==> src/rtl/uart_rx_fifo.sv <==
// uart_rx_fifo: oversampled UART receiver feeding a first-word-fall-through receive FIFO.
// A 2-flop synchroniser produces rxs; a five-state FSM validates the start bit, samples each
// data bit mid-period and checks the stop bit. Good frames are pushed into the FIFO. Framing,
// overrun and parity errors are held in sticky flags.
// Optional feature: define UART_RX_PARITY_EN to receive one parity bit after the data bits.
// PARITY_ODD selects odd or even parity. Without the macro, parity_err is tied low.
module uart_rx_fifo #(
    parameter int unsigned DATA_BITS  = 8,
    parameter int unsigned OVERSAMPLE = 16,
    parameter int unsigned FIFO_DEPTH = 4,
    parameter int unsigned PARITY_ODD = 0
) (
    input  logic                             clk,
    input  logic                             reset,
    input  logic                             RxD,
    input  logic                             baud_tick,
    input  logic                             receiver_enable,
    input  logic                             rd_en,
    input  logic                             err_clr,
    output logic [DATA_BITS-1:0]             rx_data,
    output logic                             RDA,
    output logic [$clog2(FIFO_DEPTH+1)-1:0]  fifo_count,
    output logic                             framing_err,
    output logic                             overrun,
    output logic                             parity_err
);

    localparam int unsigned TcntW = $clog2(OVERSAMPLE);
    localparam int unsigned BcntW = $clog2(DATA_BITS + 1);
    localparam int unsigned PtrW  = $clog2(FIFO_DEPTH);
    localparam int unsigned CntW  = $clog2(FIFO_DEPTH + 1);

    // Terminal tick counts: the start bit is re-checked half a bit in, all others a full bit.
    localparam logic [TcntW-1:0] TcntHalf = TcntW'(OVERSAMPLE / 2 - 1);
    localparam logic [TcntW-1:0] TcntFull = TcntW'(OVERSAMPLE - 1);
    localparam logic [BcntW-1:0] BcntLast = BcntW'(DATA_BITS - 1);
    localparam logic [CntW-1:0]  CntFull  = CntW'(FIFO_DEPTH);

    typedef enum logic [2:0] {StIdle, StStart, StData, StParity, StStop} state_e;

    logic                 rx_meta_q, rxs_q;
    state_e               state_q, state_d;
    logic [TcntW-1:0]     tcnt_q, tcnt_d;
    logic [BcntW-1:0]     bcnt_q, bcnt_d;
    logic [DATA_BITS-1:0] shreg_q, shreg_d;
    logic                 push, set_fe;

    logic [DATA_BITS-1:0] mem_q [FIFO_DEPTH];
    logic [PtrW-1:0]      wr_ptr_q, rd_ptr_q;
    logic [CntW-1:0]      count_q, count_d;
    logic                 pop, full, wr_ok, set_ovr;
    logic                 fe_q, ovr_q;

`ifdef UART_RX_PARITY_EN
    localparam logic ParOdd = (PARITY_ODD != 0);
    logic par_bad_q, par_bad_d;
    logic set_pe;
    logic pe_q;
`endif

    // Two-flop synchroniser; idle-high so reset never looks like a start edge.
    always_ff @(posedge clk) begin
        if (reset) begin
            rx_meta_q <= 1'b1;
            rxs_q     <= 1'b1;
        end else begin
            rx_meta_q <= RxD;
            rxs_q     <= rx_meta_q;
        end
    end

    // Receiver FSM state and counters.
    always_ff @(posedge clk) begin
        if (reset) begin
            state_q <= StIdle;
            tcnt_q  <= '0;
            bcnt_q  <= '0;
            shreg_q <= '0;
`ifdef UART_RX_PARITY_EN
            par_bad_q <= 1'b0;
`endif
        end else begin
            state_q <= state_d;
            tcnt_q  <= tcnt_d;
            bcnt_q  <= bcnt_d;
            shreg_q <= shreg_d;
`ifdef UART_RX_PARITY_EN
            par_bad_q <= par_bad_d;
`endif
        end
    end

    // Next-state logic: tick counting, bit sampling and push/error decisions.
    always_comb begin
        state_d = state_q;
        tcnt_d  = tcnt_q;
        bcnt_d  = bcnt_q;
        shreg_d = shreg_q;
        push    = 1'b0;
        set_fe  = 1'b0;
`ifdef UART_RX_PARITY_EN
        par_bad_d = par_bad_q;
        set_pe    = 1'b0;
`endif
        if ((state_q != StIdle) && !receiver_enable) begin
            // Abort silently: the partial frame is dropped without flagging anything.
            state_d = StIdle;
            tcnt_d  = '0;
            bcnt_d  = '0;
        end else begin
            case (state_q)
                StIdle: begin
                    if (!rxs_q && receiver_enable) begin
                        state_d = StStart;
                        tcnt_d  = '0;
`ifdef UART_RX_PARITY_EN
                        par_bad_d = 1'b0;
`endif
                    end
                end
                StStart: begin
                    if (baud_tick) begin
                        if (tcnt_q == TcntHalf) begin
                            tcnt_d = '0;
                            bcnt_d = '0;
                            // A high level here means the low pulse was a glitch.
                            state_d = rxs_q ? StIdle : StData;
                        end else begin
                            tcnt_d = tcnt_q + TcntW'(1);
                        end
                    end
                end
                StData: begin
                    if (baud_tick) begin
                        if (tcnt_q == TcntFull) begin
                            tcnt_d  = '0;
                            shreg_d = {rxs_q, shreg_q[DATA_BITS-1:1]};
                            bcnt_d  = bcnt_q + BcntW'(1);
                            if (bcnt_q == BcntLast) begin
`ifdef UART_RX_PARITY_EN
                                state_d = StParity;
`else
                                state_d = StStop;
`endif
                            end
                        end else begin
                            tcnt_d = tcnt_q + TcntW'(1);
                        end
                    end
                end
`ifdef UART_RX_PARITY_EN
                StParity: begin
                    if (baud_tick) begin
                        if (tcnt_q == TcntFull) begin
                            tcnt_d    = '0;
                            par_bad_d = ((^shreg_q) ^ rxs_q) != ParOdd;
                            state_d   = StStop;
                        end else begin
                            tcnt_d = tcnt_q + TcntW'(1);
                        end
                    end
                end
`endif
                StStop: begin
                    if (baud_tick) begin
                        if (tcnt_q == TcntFull) begin
                            tcnt_d  = '0;
                            state_d = StIdle;
                            set_fe  = !rxs_q;
`ifdef UART_RX_PARITY_EN
                            set_pe = par_bad_q;
                            push   = rxs_q && !par_bad_q;
`else
                            push   = rxs_q;
`endif
                        end else begin
                            tcnt_d = tcnt_q + TcntW'(1);
                        end
                    end
                end
                default: state_d = StIdle;
            endcase
        end
    end

    // FIFO control: a push at full only succeeds when a pop frees the head in the same cycle.
    always_comb begin
        pop     = rd_en && (count_q != '0);
        full    = (count_q == CntFull);
        wr_ok   = push && (!full || pop);
        set_ovr = push && full && !pop;
        count_d = count_q;
        if (wr_ok && !pop) begin
            count_d = count_q + CntW'(1);
        end else if (!wr_ok && pop) begin
            count_d = count_q - CntW'(1);
        end
    end

    // FIFO pointers and occupancy; pointers wrap naturally at the power-of-two depth.
    always_ff @(posedge clk) begin
        if (reset) begin
            wr_ptr_q <= '0;
            rd_ptr_q <= '0;
            count_q  <= '0;
        end else begin
            if (wr_ok) wr_ptr_q <= wr_ptr_q + PtrW'(1);
            if (pop)   rd_ptr_q <= rd_ptr_q + PtrW'(1);
            count_q <= count_d;
        end
    end

    // FIFO storage; contents need no reset because the output is gated by occupancy.
    always_ff @(posedge clk) begin
        if (wr_ok) mem_q[wr_ptr_q] <= shreg_q;
    end

    // Sticky error flags; a new error in the clearing cycle takes priority.
    always_ff @(posedge clk) begin
        if (reset) begin
            fe_q  <= 1'b0;
            ovr_q <= 1'b0;
`ifdef UART_RX_PARITY_EN
            pe_q  <= 1'b0;
`endif
        end else begin
            fe_q  <= set_fe  ? 1'b1 : (err_clr ? 1'b0 : fe_q);
            ovr_q <= set_ovr ? 1'b1 : (err_clr ? 1'b0 : ovr_q);
`ifdef UART_RX_PARITY_EN
            pe_q  <= set_pe  ? 1'b1 : (err_clr ? 1'b0 : pe_q);
`endif
        end
    end

    // First-word-fall-through head and status outputs.
    always_comb begin
        RDA         = (count_q != '0);
        rx_data     = RDA ? mem_q[rd_ptr_q] : '0;
        fifo_count  = count_q;
        framing_err = fe_q;
        overrun     = ovr_q;
`ifdef UART_RX_PARITY_EN
        parity_err  = pe_q;
`else
        parity_err  = 1'b0;
`endif
    end

endmodule
==> config.mk <==
export PLATFORM = sky130hd
export DESIGN_NAME = uart_rx_fifo
export DESIGN_NICKNAME = d
export VERILOG_FILES = /design/src/rtl/uart_rx_fifo.sv
export SDC_FILE = /design/constraint.sdc
export NUM_CORES = 1
export LEC_CHECK = 0
export ABC_AREA = 1
export CORE_UTILIZATION = 51
export DETAILED_ROUTE_END_ITERATION = 10
export GPL_TIMING_DRIVEN = 0
export PLACE_DENSITY = 0.7
export SETUP_SLACK_MARGIN = 0.5
export SYNTH_ARGS = -nofsm -noshare
export SYNTH_HDL_FRONTEND = slang
export SYNTH_SLANG_ARGS = --single-unit
export TNS_END_PERCENT = 30
==> constraint.sdc <==
create_clock -name clk -period 3.5 [get_ports clk]
set_input_delay 0.875 -clock clk [delete_from_list [all_inputs] [get_ports clk]]
set_output_delay 0.875 -clock clk [all_outputs]
set_load 0.1 [all_outputs]
# [After elaboration in Yosys (flattened, before gate mapping)]
# Memories as Yosys holds them, arrays and structs flattened. A register that Yosys moved wholly into a read port is not among the register bits.
# Index checks and enable logic that the tools add are counted.
# Widths: inputs -> output; s select.
[word_totals] regBits=30 ram_bits=32 in_bits=7 out_inout_bits=15 word_cells=102 mem_count=1
[classes] add_sub_neg=6 eq_ne=16 mux=39 bitwise=1 n_reduce_logical=28
[memory_table] memory="mem_q" words=4 word_bits=8 read_ports=1 rd_clocked_by_memory_dff=1 wr=1 line="48" text="logic [DATA_BITS-1:0] mem_q [FIFO_DEPTH];"
[op_table] op="$mux 4" count=9
[op_table] op="$mux 3" count=10
[op_table] op="$ne 2x2->1 const B" count=8
[op_table] op="$mux 1" count=13
[op_table] op="$pmux 3 s4" count=1
[op_table] op="$pmux 4 s3" count=1
[op_table] op="$reduce_bool 3->1" count=3
[op_table] op="$add 4x1->4 const B" count=2
[op_table] op="$eq 4x3->1 const B" count=2
[op_table] op="$logic_and 1x1->1" count=8
[op_table] op="$mux 8" count=1
[op_table] op="$pmux 4 s2" count=1
[op_table] op="$reduce_and 4->1" count=2
[op_table] op="$reduce_and 8->1" count=1
[op_table] op="$reduce_bool 2->1" count=4
[op_table] op="$eq 3x3->1 const B" count=2
[op_table] op="$mux 2" count=3
[op_table] op="$logic_not 1->1" count=5
[op_table] op="$reduce_and 5->1" count=1
[op_table] op="$add 2x1->2 const B" count=2
[op_table] op="$eq 4x4->1 const B" count=1
[op_table] op="$reduce_or 2->1" count=2
[op_table] op="$add 3x1->3 const B" count=1
[op_table] op="$eq 3x1->1 const B" count=1
[op_table] op="other kinds (6)" count=6

# [Longest topological paths before layout]
# Gate-level depths: netlist of the first run.
[logic_depth] depth_word=10 ltp_mapped=14

# [Least setup slack after synthesis of the first run]
# No wires, ideal clock.
[synth_timing] path_type="flip-flop to output port" from="register count_q[0] (netlist: fifo_count[0])" to="output port rx_data[0]" arrival_time_ns=2.802 required_time_ns=2.625 path_slack_ns=-0.177 stages_incl_launch_ff=3 cell_sequence="dfxtp_1 -> nor3_2 -> a21oi_1"
[synth_via] elab_chain_len=2
[synth_lines] item="start, declared" line="50" text="logic [CntW-1:0] count_q, count_d;"
[synth_lines] item="start signal, assigned" line="209" text="count_q <= count_d;"
[synth_lines] item="$reduce_bool 3->1" line="237" text="RDA = (count_q != '0);"
[synth_lines] item="$mux 8" line="238" text="rx_data = RDA ? mem_q[rd_ptr_q] : '0;"
[synth_lines] item="end, declared" line="20" text="output logic [DATA_BITS-1:0] rx_data,"
# No other way between the ends.

# [Worst setup path after layout of the first run]
[layout_timing] from="register count_q[0] (netlist: fifo_count[0])" to="output port RDA"
[layout_via] elab_chain_len=1
[layout_lines] item="$reduce_bool 3->1" line="237"
[layout_lines] item="end, declared" line="21" text="output logic RDA,"
# No other way between the ends.

==> metrics.md, run 1 <==
| Metric | Value |
|---|---|
| Worst Hold Class | `reg2reg` |
| # H-tree levels | `3` |
| Total GRT Usage | `between 20% and 30%` |
| CTS root buf | `clkbuf_8` |
| Placed inst area | `around 3300 um^2` |
| CTS Sinks | `64` |
| Largest net degree at the start of global routing | `13` |
| Critical path data required time | `around 2.6 ns` |
| Post-route cell area | `about 3500 um^2` |
| Initial DRC count | `75` |
| Prevailing post-synth register cell | `edfxtp_1` |
| Initial Utilization | `a little over half` |
| CP arrival | `around 2 ns` |
| Vias in the first global route | `2,122` |
| Die Height | `~80 um` |
| Post-synth EDFFs | `32` |
| Post-synth top cells | `nor2_1 (59), nand2_1 (50), inv_1 (41), o21ai_0 (34)` |
| Max FO, Critical Path | `10` |
| Setup_tns | `0 ns` |
| Max_cap viols | `0` |
| Hold_ws | `between 0.4 and 0.5 ns` |
| Yosys top cell area share | `between 30 and 40%` |
| Routed WL | `between 5 and 6 mm` |
| RSZ-0062 raised after global routing | `true` |
| Clk Latency, worst-skew pair | `0.33 ns` |
| Status | `completed` |
| Crit. End Element | `output pin` |
| Drt via density | `approximately 5` |
| Clk_skew | `~0.0077 ns` |
| Mapped Cells | `~340` |
| Area leader, netlist | `edfxtp_1` |
| Vias | `about 2.2k` |
| Largest cells by area after synthesis | `edfxtp_1 (33%), dfxtp_1 (22%), nor2_1 (7.5%)` |
| Final hold vios | `0` |
| Diode count | `0` |
| Cts hold-fix bufs | `0` |
| Pre-Repair DR Iteration Count | `4` |
| Top-count cell post-synth | `nor2_1` |
| Post-DRT Antenna Nets | `0` |
| Final HPWL DP | `roughly 3.7 mm` |
| WL/cell | `between 10 and 15 um` |
| Count of pins on the block boundary | `22` |
| Layout Nets | `about 380` |
| Detailed-route DRC error count | `0` |
| CP startpoint kind | `flop` |
| Count of state elements after synthesis | `64` |
| Leak | `around 1.4 nW` |
| Synth warnings | `0` |
| Cell area after synthesis | `~3000 um^2` |
| GRT Residual Overflow | `0` |
| Clock Path Buffers | `2` |
| FFs w/ async S/R, synth | `0%` |
| Pins over their slew limit | `0` |
| Global-route wire length before repair | `9.62 mm` |
| Core ar. | `between 5000 and 6000 um^2` |
| PortBufs | `20` |
| Syn_nets | `353` |
| Final worst-path cycle share | `between 80% and 90%` |
| R2R Setup Slk | `between 1 and 1.5 ns` |
| Total CTS buffers | `9` |
| Die W | `just under 80 um` |
| Least-Margin Pin Slew | `0.976 ns` |
| Reg clk slew, reported paths | `approximately 0.07 ns` |
| Final setup fails | `0` |
| Seq/Total Area, Yosys | `between 50% and 60%` |
| Crit path kind | `reg2out` |
| P per Cell Area | `943 nW/um^2` |
| CTS tree | `built` |
| F_max | `around 340 MHz` |
| Tmin final | `2.90 ns` |
| Relative slew slack | `a little over a third` |
| Layout fillers | `around 470` |
| Initial antenna violation count | `0` |
| Gpl congestion | `slightly below 0.9` |
| Avg Synthesized Cell Area | `8.74 um^2` |
| Post-synthesis cell type count | `36` |
| VDD IR-drop max | `0.813 mV` |
| Layout cell share with drive strength beyond 1 | `16.3%` |
| Area delta synth->final | `19.0%` |
| Std cell rows | `27` |
| Post-CTS Repair Setup Buffers | `0` |
| Die area | `approximately 6100 um^2` |
-- layout by cell type, fill, tap and decap left out, types with 4 or more instances in the layout --
master and count:
o21ai_0 34, clkbuf_8 10, nand2_2 4, nand3_1 10, a21oi_2 9, ha_1 7
inv_1 41, nor2_1 59, dfxtp_1 32, edfxtp_1 32, clkbuf_4 7, a21oi_1 23
clkdlybuf4s50_1 11, nand2_1 50, nor2_2 4
-- report_power, final --
group / leakage [nW] / internal (mW) / total (mW) / switching (mW)
sequential: 0.556 / 0.846 / 0.928 / 0.0821
clock: 0.123 / 0.496 / 0.778 / 0.282
combinational: 0.708 / 0.377 / 1.61 / 1.23
-- final timing paths --
kind	start	end	depth (start not counted)
worst max-delay path	fifo_count[0]	RDA	3
worst min-delay path	rx_meta_q	rxs_q	1
worst min register to register	rx_meta_q	rxs_q	1
worst max register to register	fifo_count[0]	fifo_count[2]	10
-- per-layer routing --
layer / vias up / share of wire [%] / GRT usage [%]
met3: 8 / 3.4 / 5.35
met5: - / 0 / 0
met1: 1002 / 46 / 25.6
met2: 43 / 49 / 35.4
met4: 0 / 1.4 / 7.22
li1: 1162 / - / -
-- critical path: stages (launching register included) --
cell and delay (ns):
dfxtp_1 0.39, nor3_4 0.61, inv_1 0.08, dlygate4sd2_1 0.61
-- kinds of logic (layout without fill, tap and decap cells) --
group           Yosys count  after routing  share of synthesized area, %
flops                    64             64                          54.2
compound gates           69             69                          12.0
other cells               1              1                         0.127
xor+xnor                  4              4                          1.19
fa+ha+maj                 9              9                          3.98
simple gates            140            140                          21.6
buf+inv                  51             87                          6.90
-- cell type report --
type | count | area, um^2 | area share (%)
inverter | 44 | 165 | 4.70
clock buffer | 10 | 138 | 3.91
buffer | 7 | 42.5 | 1.21
multi-input combinational | 223 | 1190 | 33.7
clock inverter | 6 | 115 | 3.27
sequential | 64 | 1600 | 45.5
timing repair buffer | 20 | 179 | 5.09
tap | 72 | 90.1 | 2.56
-- what timing repair did --
action | 4_1_cts | 5_1_grt
gates resized for setup | 29 | 26
endpoints found under the setup margin | 9 | 9
cloned | 0 | 0
-- registers in the layout (all words and copies together), names as in the netlist, named ones only --
name,flops
rx_meta_q,1
state_q,3
wr_ptr_q,2
mem_q,32
rxs_q,1
overrun,1
tcnt_q,4
bcnt_q,4
fifo_count,3
framing_err,1
shreg_q,8
rd_ptr_q,2
-- per-stage QoR --
step	std cells	util [%]	worst slack [ns]	power (mW)
after global routing	446	63.5	0.463	3.53
after detailed placement	430	59.1	0.106	2.59
final	446	63.5	0.598	3.32
after floorplan	338	-	0.363	2.24
after global placement	430	59.1	0.132	2.58
after CTS	446	63.9	0.311	3.35
Power figures use the tool's default switching activity.
==> inputs of run 2 (changes only) <==
--- a/config.mk
+++ b/config.mk
@@ -9,7 +9,7 @@
 export CORE_UTILIZATION = 51
 export DETAILED_ROUTE_END_ITERATION = 10
 export GPL_TIMING_DRIVEN = 0
-export PLACE_DENSITY = 0.7
+export PLACE_DENSITY = 0.73
 export SETUP_SLACK_MARGIN = 0.5
 export SYNTH_ARGS = -nofsm -noshare
 export SYNTH_HDL_FRONTEND = slang
==> constraint.sdc (replaced) <==
create_clock -name clk -period 2.54 [get_ports clk]
set_input_delay 0.635 -clock clk [delete_from_list [all_inputs] [get_ports clk]]
set_output_delay 0.635 -clock clk [all_outputs]
set_load 0.1 [all_outputs]
==> run 2 against run 1 <==
  * Via count increased by 13%
  * Clock skew increased by 0.0025 ns
  * Clock power increased by 18%
  * Sequential power increased by 42%
  * Sequential cell count unchanged
  * Critical path depth increased by 4
  * Largest cell class unchanged
==> metrics.md, run 2 (same netlist as run 1, synthesis figures left out) <==
| Metric | Value |
|---|---|
| Max_cap viols | `0 (unchanged)` |
| Clk_skew | `0.0103 ns (+0.00254 ns)` |
| Initial DRC count | `226 (+200%)` |
| Layout fillers | `386 (-18%)` |
| P per Cell Area | `1300 nW/um^2 (+38%)` |
| Detailed-route DRC error count | `0 (unchanged)` |
| GRT Residual Overflow | `0 (unchanged)` |
| WL/cell | `14.5 um (+22%)` |
| Final worst slack | `0.322 ns (-0.276 ns)` |
| Vias | `2,496 (+13%)` |
| Clock Path Buffers | `2 (unchanged)` |
| Leak | `1.64 nW (+19%)` |
| Final hold vios | `0 (unchanged)` |
| Die area | `6100 um^2 (unchanged)` |
| Layout cell share with drive strength beyond 1 | `35.9% (+20 points)` |
| Commonest non-fill, non-tap cell in the layout | `nor2_1` |
| Routed WL | `6.92 mm (+30%)` |
| PortBufs | `20 (unchanged)` |
| Most frequent cells in the layout | `nor2_1 (46), nand2_1 (45), inv_1 (35)` |
| Worst Hold Class | `reg2reg` |
| Diode count | `0 (unchanged)` |
| Area delta synth->final | `40.8%` |
| Drt via density | `5.24 (+5.6%)` |
| Largest registers | `mem_q (32), shreg_q (8)` |
| Total CTS buffers | `9 (unchanged)` |
| Dpl ws | `-0.482 ns (-0.587 ns)` |
| Initial Utilization | `53.3% (unchanged)` |
| Tmin final | `2.22 ns` |
| Reg with most FFs | `mem_q` |
| Pre-Repair DR Iteration Count | `5 (+1)` |
| Number of flip-flops in the largest register | `32 (unchanged)` |
| Hold_ws | `0.415 ns (+0.00581 ns)` |
| CTS Sinks | `64 (unchanged)` |
| Final HPWL DP | `4.01 mm (+7.2%)` |
| Relative slew slack | `36.9% (+2.2 points)` |
| Global-route wire length before repair | `11.3 mm (+17%)` |
| Final worst-path cycle share | `87.3%` |
| VDD IR-drop max | `1.24 mV (+52%)` |
| Crit. End Element | `output pin` |
| Core ar. | `5540 um^2 (unchanged)` |
| Max FO, Critical Path | `4 (-6)` |
| Die W | `78.1 um (unchanged)` |
| Crit path kind | `reg2out` |
| Final setup fails | `0 (unchanged)` |
| F_max | `roughly 450 MHz` |
| Count of pins on the block boundary | `22 (unchanged)` |
| Die Height | `78.1 um (unchanged)` |
| Std cell rows | `27 (unchanged)` |
| CTS tree | `built` |
| CP arrival | `1.58 ns (-0.45 ns)` |
| Largest net degree at the start of global routing | `11 (-2)` |
| Cts hold-fix bufs | `0 (unchanged)` |
| Setup_tns | `0 ns (unchanged)` |
| Critical path data required time | `1.90 ns (-0.72 ns)` |
| Layout Nets | `414 (+7.8%)` |
| CP startpoint kind | `flop` |
| Vias in the first global route | `2,441 (+15%)` |
| Initial antenna violation count | `0 (unchanged)` |
| Reg clk slew, reported paths | `0.07 ns (about the same)` |
| CTS root buf | `clkbuf_8` |
| Least-Margin Pin Slew | `0.950 ns (-0.0261 ns)` |
| Clk Latency, worst-skew pair | `0.34 ns (about the same)` |
| Gpl congestion | `0.934 (+5.5%)` |
| Post-DRT Antenna Nets | `0 (unchanged)` |
| RSZ-0062 raised after global routing | `true` |
| Total GRT Usage | `24.6% (+3.8 points)` |
| # H-tree levels | `3 (unchanged)` |
| Status | `completed` |
| Pins over their slew limit | `0 (unchanged)` |
-- run 2: cell count changes in the layout (fill, tap and decap cells not counted), moves of 7 or more --
cell / before / now
nor2_4: 2 / 9
a21oi_2: 9 / 2
clkdlybuf4s50_1: 11 / 3
dfxtp_4: 0 / 7
a21oi_4: 0 / 8
clkbuf_4: 7 / 0
dfxtp_1: 32 / 22
nor2_1: 59 / 46
buf_12: 0 / 10
o21ai_0: 34 / 15
o21ai_2: 1 / 13
buf_4: 2 / 26
o21ai_1: 1 / 8
-- run 2: routing by layer --
| layer | track usage, % | wire [um] | up-vias |
|---|---|---|---|
| met3 | 5.00 | 298 | 25 |
| met1 | 29.3 | 2920 | 1163 |
| met2 | 41.9 | 3520 | 83 |
| li1 | - | - | 1225 |
| met5 | 0 | 0 | - |
| met4 | 12.4 | 181 | 0 |
-- run 2: final cells by class --
cell class | count | area [um^2] | share of cell area, %
inverter | 44 | 176 | 4.24
tap | 72 | 90.1 | 2.17
clock buffer | 13 | 169 | 4.06
sequential | 64 | 1630 | 39.2
buffer | 7 | 83.8 | 2.02
clock inverter | 3 | 38.8 | 0.932
timing repair buffer | 50 | 553 | 13.3
multi-input combinational | 223 | 1420 | 34.1
-- run 2: path summary, 6_finish.rpt --
check / start / end / slack [ns] / cells past startpoint
setup reg to reg: state_q[0] / mem_q[2][7] / 0.42 / 8
setup / recovery: flop / rx_data[7] / 0.32 / 7
hold / removal: rx_meta_q / rxs_q / 0.42 / 1
hold reg to reg: rx_meta_q / rxs_q / 0.42 / 1
-- run 2: timing repair --
item,CTS,global route
gates cloned,0,2
buffers inserted,20,8
endpoints found under the setup margin,49,46
pin swaps,19,20
gates resized for setup,142,38
-- run 2: where the power goes --
part,internal [mW],leakage (nW),switching [mW],total [mW]
Clock,0.530,0.107,0.387,0.916
Combinational,1.13,0.975,2.06,3.19
Sequential,1.20,0.563,0.120,1.32
Total,2.85,1.64,2.57,5.42
-- run 2: per-stage QoR --
stage	instances	utilization [%]	instance area (um^2)	power, mW
finish	476	75.1	4160	5.42
global route	476	75.1	4160	5.67
CTS	466	71.1	3940	5.14
detailed placement	430	60.8	3370	3.76
global placement	430	60.8	3370	3.73
floorplan	338	-	3080	3.26
-- run 2: worst max-delay path, cell delays in order (launching register included) --
cell,delay (ns)
dfxtp_4,0.36
buf_4,0.12
clkbuf_16,0.13
nor2_1,0.04
nor2_1,0.10
o21ai_1,0.12
a21oi_4,0.20
buf_12,0.19
==> inputs of run 3 (changes only) <==
--- a/config.mk
+++ b/config.mk
@@ -10,7 +10,7 @@
 export DETAILED_ROUTE_END_ITERATION = 10
 export GPL_TIMING_DRIVEN = 0
 export PLACE_DENSITY = 0.73
-export SETUP_SLACK_MARGIN = 0.5
+export SETUP_SLACK_MARGIN = 0.15
 export SYNTH_ARGS = -nofsm -noshare
 export SYNTH_HDL_FRONTEND = slang
 export SYNTH_SLANG_ARGS = --single-unit
==> run 3 against run 2 <==
  * Sequential cell count unchanged
  * Utilization decreased by 8.9 points
  * Combinational power decreased by 18%
  * Sequential share of layout area increased by 4.8 points
  * Cell area decreased by 12%
  * Register-to-register slack got worse by 0.16 ns
  * Maximum frequency decreased by 5.2%
  * Worst setup slack got worse by 0.12 ns
  * Cell count decreased by 5.9%
==> metrics.md, run 3 (same netlist as run 1, synthesis figures left out) <==
| Metric | Value |
|---|---|
| Die Height | `78.1 um (unchanged)` |
| Crit. End Element | `output pin` |
| Reg clk slew, reported paths | `0.07 ns (about the same)` |
| Vias in the first global route | `2,201 (-9.8%)` |
| Least-Margin Pin Slew | `0.963 ns (+0.0135 ns)` |
| Total CTS buffers | `9 (unchanged)` |
| Core ar. | `5540 um^2 (unchanged)` |
| WL/cell | `12.7 um (-13%)` |
| GRT Residual Overflow | `0 (unchanged)` |
| F_max | `428 MHz (-5.2%)` |
| Final HPWL DP | `3.94 mm (-1.8%)` |
| PortBufs | `20 (unchanged)` |
| Final hold vios | `0 (unchanged)` |
| CP arrival | `1.70 ns (+0.12 ns)` |
| Initial antenna violation count | `0 (unchanged)` |
| Layout Nets | `386 (-6.8%)` |
| Relative slew slack | `35.7% (-1.3 points)` |
| Largest net degree at the start of global routing | `12 (+1)` |
| Routed WL | `5.68 mm (-18%)` |
| Drt via density | `5.08 (-3.0%)` |
| GR Layer Usage met3 | `5.81% (+0.81 points)` |
| Pre-Repair DR Iteration Count | `5 (unchanged)` |
| Final setup fails | `0 (unchanged)` |
| CP startpoint kind | `flop` |
| Global-route wire length before repair | `9.80 mm (-13%)` |
| Clk Latency, worst-skew pair | `0.35 ns (about the same)` |
| Leak | `1.47 nW (-10%)` |
| Vias | `2,278 (-8.7%)` |
| VDD IR-drop max | `1.60 mV (+29%)` |
| Initial DRC count | `127 (-44%)` |
| Crit path kind | `reg2out` |
| Initial Utilization | `53.3% (unchanged)` |
| Gpl congestion | `0.931 (-0.32%)` |
| Total power | `4.73 mW (-13%)` |
| Largest registers | `mem_q (32), shreg_q (8)` |
| Worst Hold Class | `reg2reg` |
| Area delta synth->final | `24.1%` |
| Fin cells | `448 (-5.9%)` |
| Pins over their slew limit | `0 (unchanged)` |
| Tmin final | `2.34 ns (+0.121 ns)` |
| # H-tree levels | `3 (unchanged)` |
| Count of pins on the block boundary | `22 (unchanged)` |
| Post-DRT Antenna Nets | `0 (unchanged)` |
| Final worst-path cycle share | `92.1% (+4.8 points)` |
| Total GRT Usage | `21.3% (-3.3 points)` |
| Max_cap viols | `0 (unchanged)` |
| GRT Max-Usage Layer | `met2` |
| Die area | `6100 um^2 (unchanged)` |
| Reg2reg path depth | `14 (+6)` |
| Reg with most FFs | `mem_q` |
| Std cell rows | `27 (unchanged)` |
| Global-route met2 utilization | `33.8% (-8.2 points)` |
| Clk_skew | `0.0111 ns (+0.000829 ns)` |
| Worst Setup EP | `rx_data[7]` |
| Reg2reg start | `tcnt_q[0]` |
| R2R Path End | `fifo_count[2]` |
| Die W | `78.1 um (unchanged)` |
| Most frequent cells in the layout | `nor2_1 (56), nand2_1 (49), inv_1 (39)` |
| Layout cell share with drive strength beyond 1 | `20.5% (-15 points)` |
| R2R Setup Slk | `0.26 ns (-0.16 ns)` |
| Status | `completed` |
| Clock Path Buffers | `2 (unchanged)` |
| P per Cell Area | `1290 nW/um^2 (-0.96%)` |
| CTS Sinks | `64 (unchanged)` |
| RSZ-0062 raised after global routing | `true` |
| Critical path data required time | `1.90 ns (about the same)` |
| Placed Cells | `430 (unchanged)` |
| Diode count | `0 (unchanged)` |
| CTS root buf | `clkbuf_8` |
| Number of flip-flops in the largest register | `32 (unchanged)` |
| Commonest non-fill, non-tap cell in the layout | `nor2_1` |
| Max FO, Critical Path | `9 (+5)` |
| Met1 Usage GRT | `26.1% (-3.3 points)` |
| Hold_ws | `0.403 ns (-0.0126 ns)` |
| CTS tree | `built` |
| Detailed-route DRC error count | `0 (unchanged)` |
## run 3: cell types whose count changed in the layout (fill, tap and decap cells not counted), moves of 4 or more
cell,change
nor2_4,-7
nor2_1,+10
o21ai_0,+7
o21ai_2,-8
dfxtp_4,-4
buf_4,-22
nand2_1,+4
buf_12,-7
inv_1,+4
dfxtp_1,+7
## run 3: report_power, final
group	internal (mW)	switching, mW
Clock	0.438	0.385
Sequential	1.18	0.111
Combinational	0.750	1.87
## run 3: area by class of cell
class                           count  area (um^2)
Multi-Input combinational cell    223         1280
Buffer                              7         60.1
Tap cell                           72         90.1
Clock buffer                       12          166
Sequential cell                    64         1610
Timing Repair Buffer               22          265
Inverter                           44          169
Clock inverter                      4         26.3
Fill cell                         469         1870
## run 3: per-stage QoR
| stage | cell area [um^2] | setup WS, ns | TNS [ns] | util, % |
|---|---|---|---|---|
| final | 3670 | 0.201 | 0 | 66.2 |
| after global routing | 3670 | 0.0744 | 0 | 66.2 |
| after global placement | 3360 | -0.699 | -10.64 | 60.6 |
| after detailed placement | 3360 | -0.738 | -11.52 | 60.6 |
| after floorplan | 3070 | 0.105 | 0 | - |
| after CTS | 3560 | -0.0240 | -0.0240 | 64.3 |
## run 3: how the worst min path moves through the flow
stage	from	endpoint	slack [ns]	cells after the start
6_report	rx_meta_q	rxs_q	0.40	1
3_3_place_gp	rx_meta_q	rxs_q	0.39	1
5_1_grt	rx_meta_q	rxs_q	0.43	1
2_1_floorplan	rx_meta_q	rxs_q	0.39	1
3_5_place_dp	rx_meta_q	rxs_q	0.39	1
4_1_cts	rx_meta_q	rxs_q	0.40	1
## run 3: layer usage
| metal | part of all wire, % | vias up | routed length [um] |
|---|---|---|---|
| met5 | 0 | - | 0 |
| met4 | 2.3 | 0 | 129 |
| met3 | 4.8 | 15 | 275 |
| met2 | 46 | 56 | 2640 |
| met1 | 46 | 1035 | 2640 |
| li1 | - | 1172 | - |
## run 3: timing repair
item / 4_1_cts / 5_1_grt
hold buffers: 0 / 0
resized for setup: 66 / 40
setup endpoints to repair: 16 / 45
pin swaps: 1 / 2
setup buffers: 1 / 1
## run 3: worst max-delay path, cell delays in order, from the launching register on
cell,delay (ns)
dfxtp_1,0.31
buf_4,0.18
clkinvlp_4,0.22
nor2_1,0.14
o21ai_1,0.10
a21oi_4,0.18
buf_8,0.22
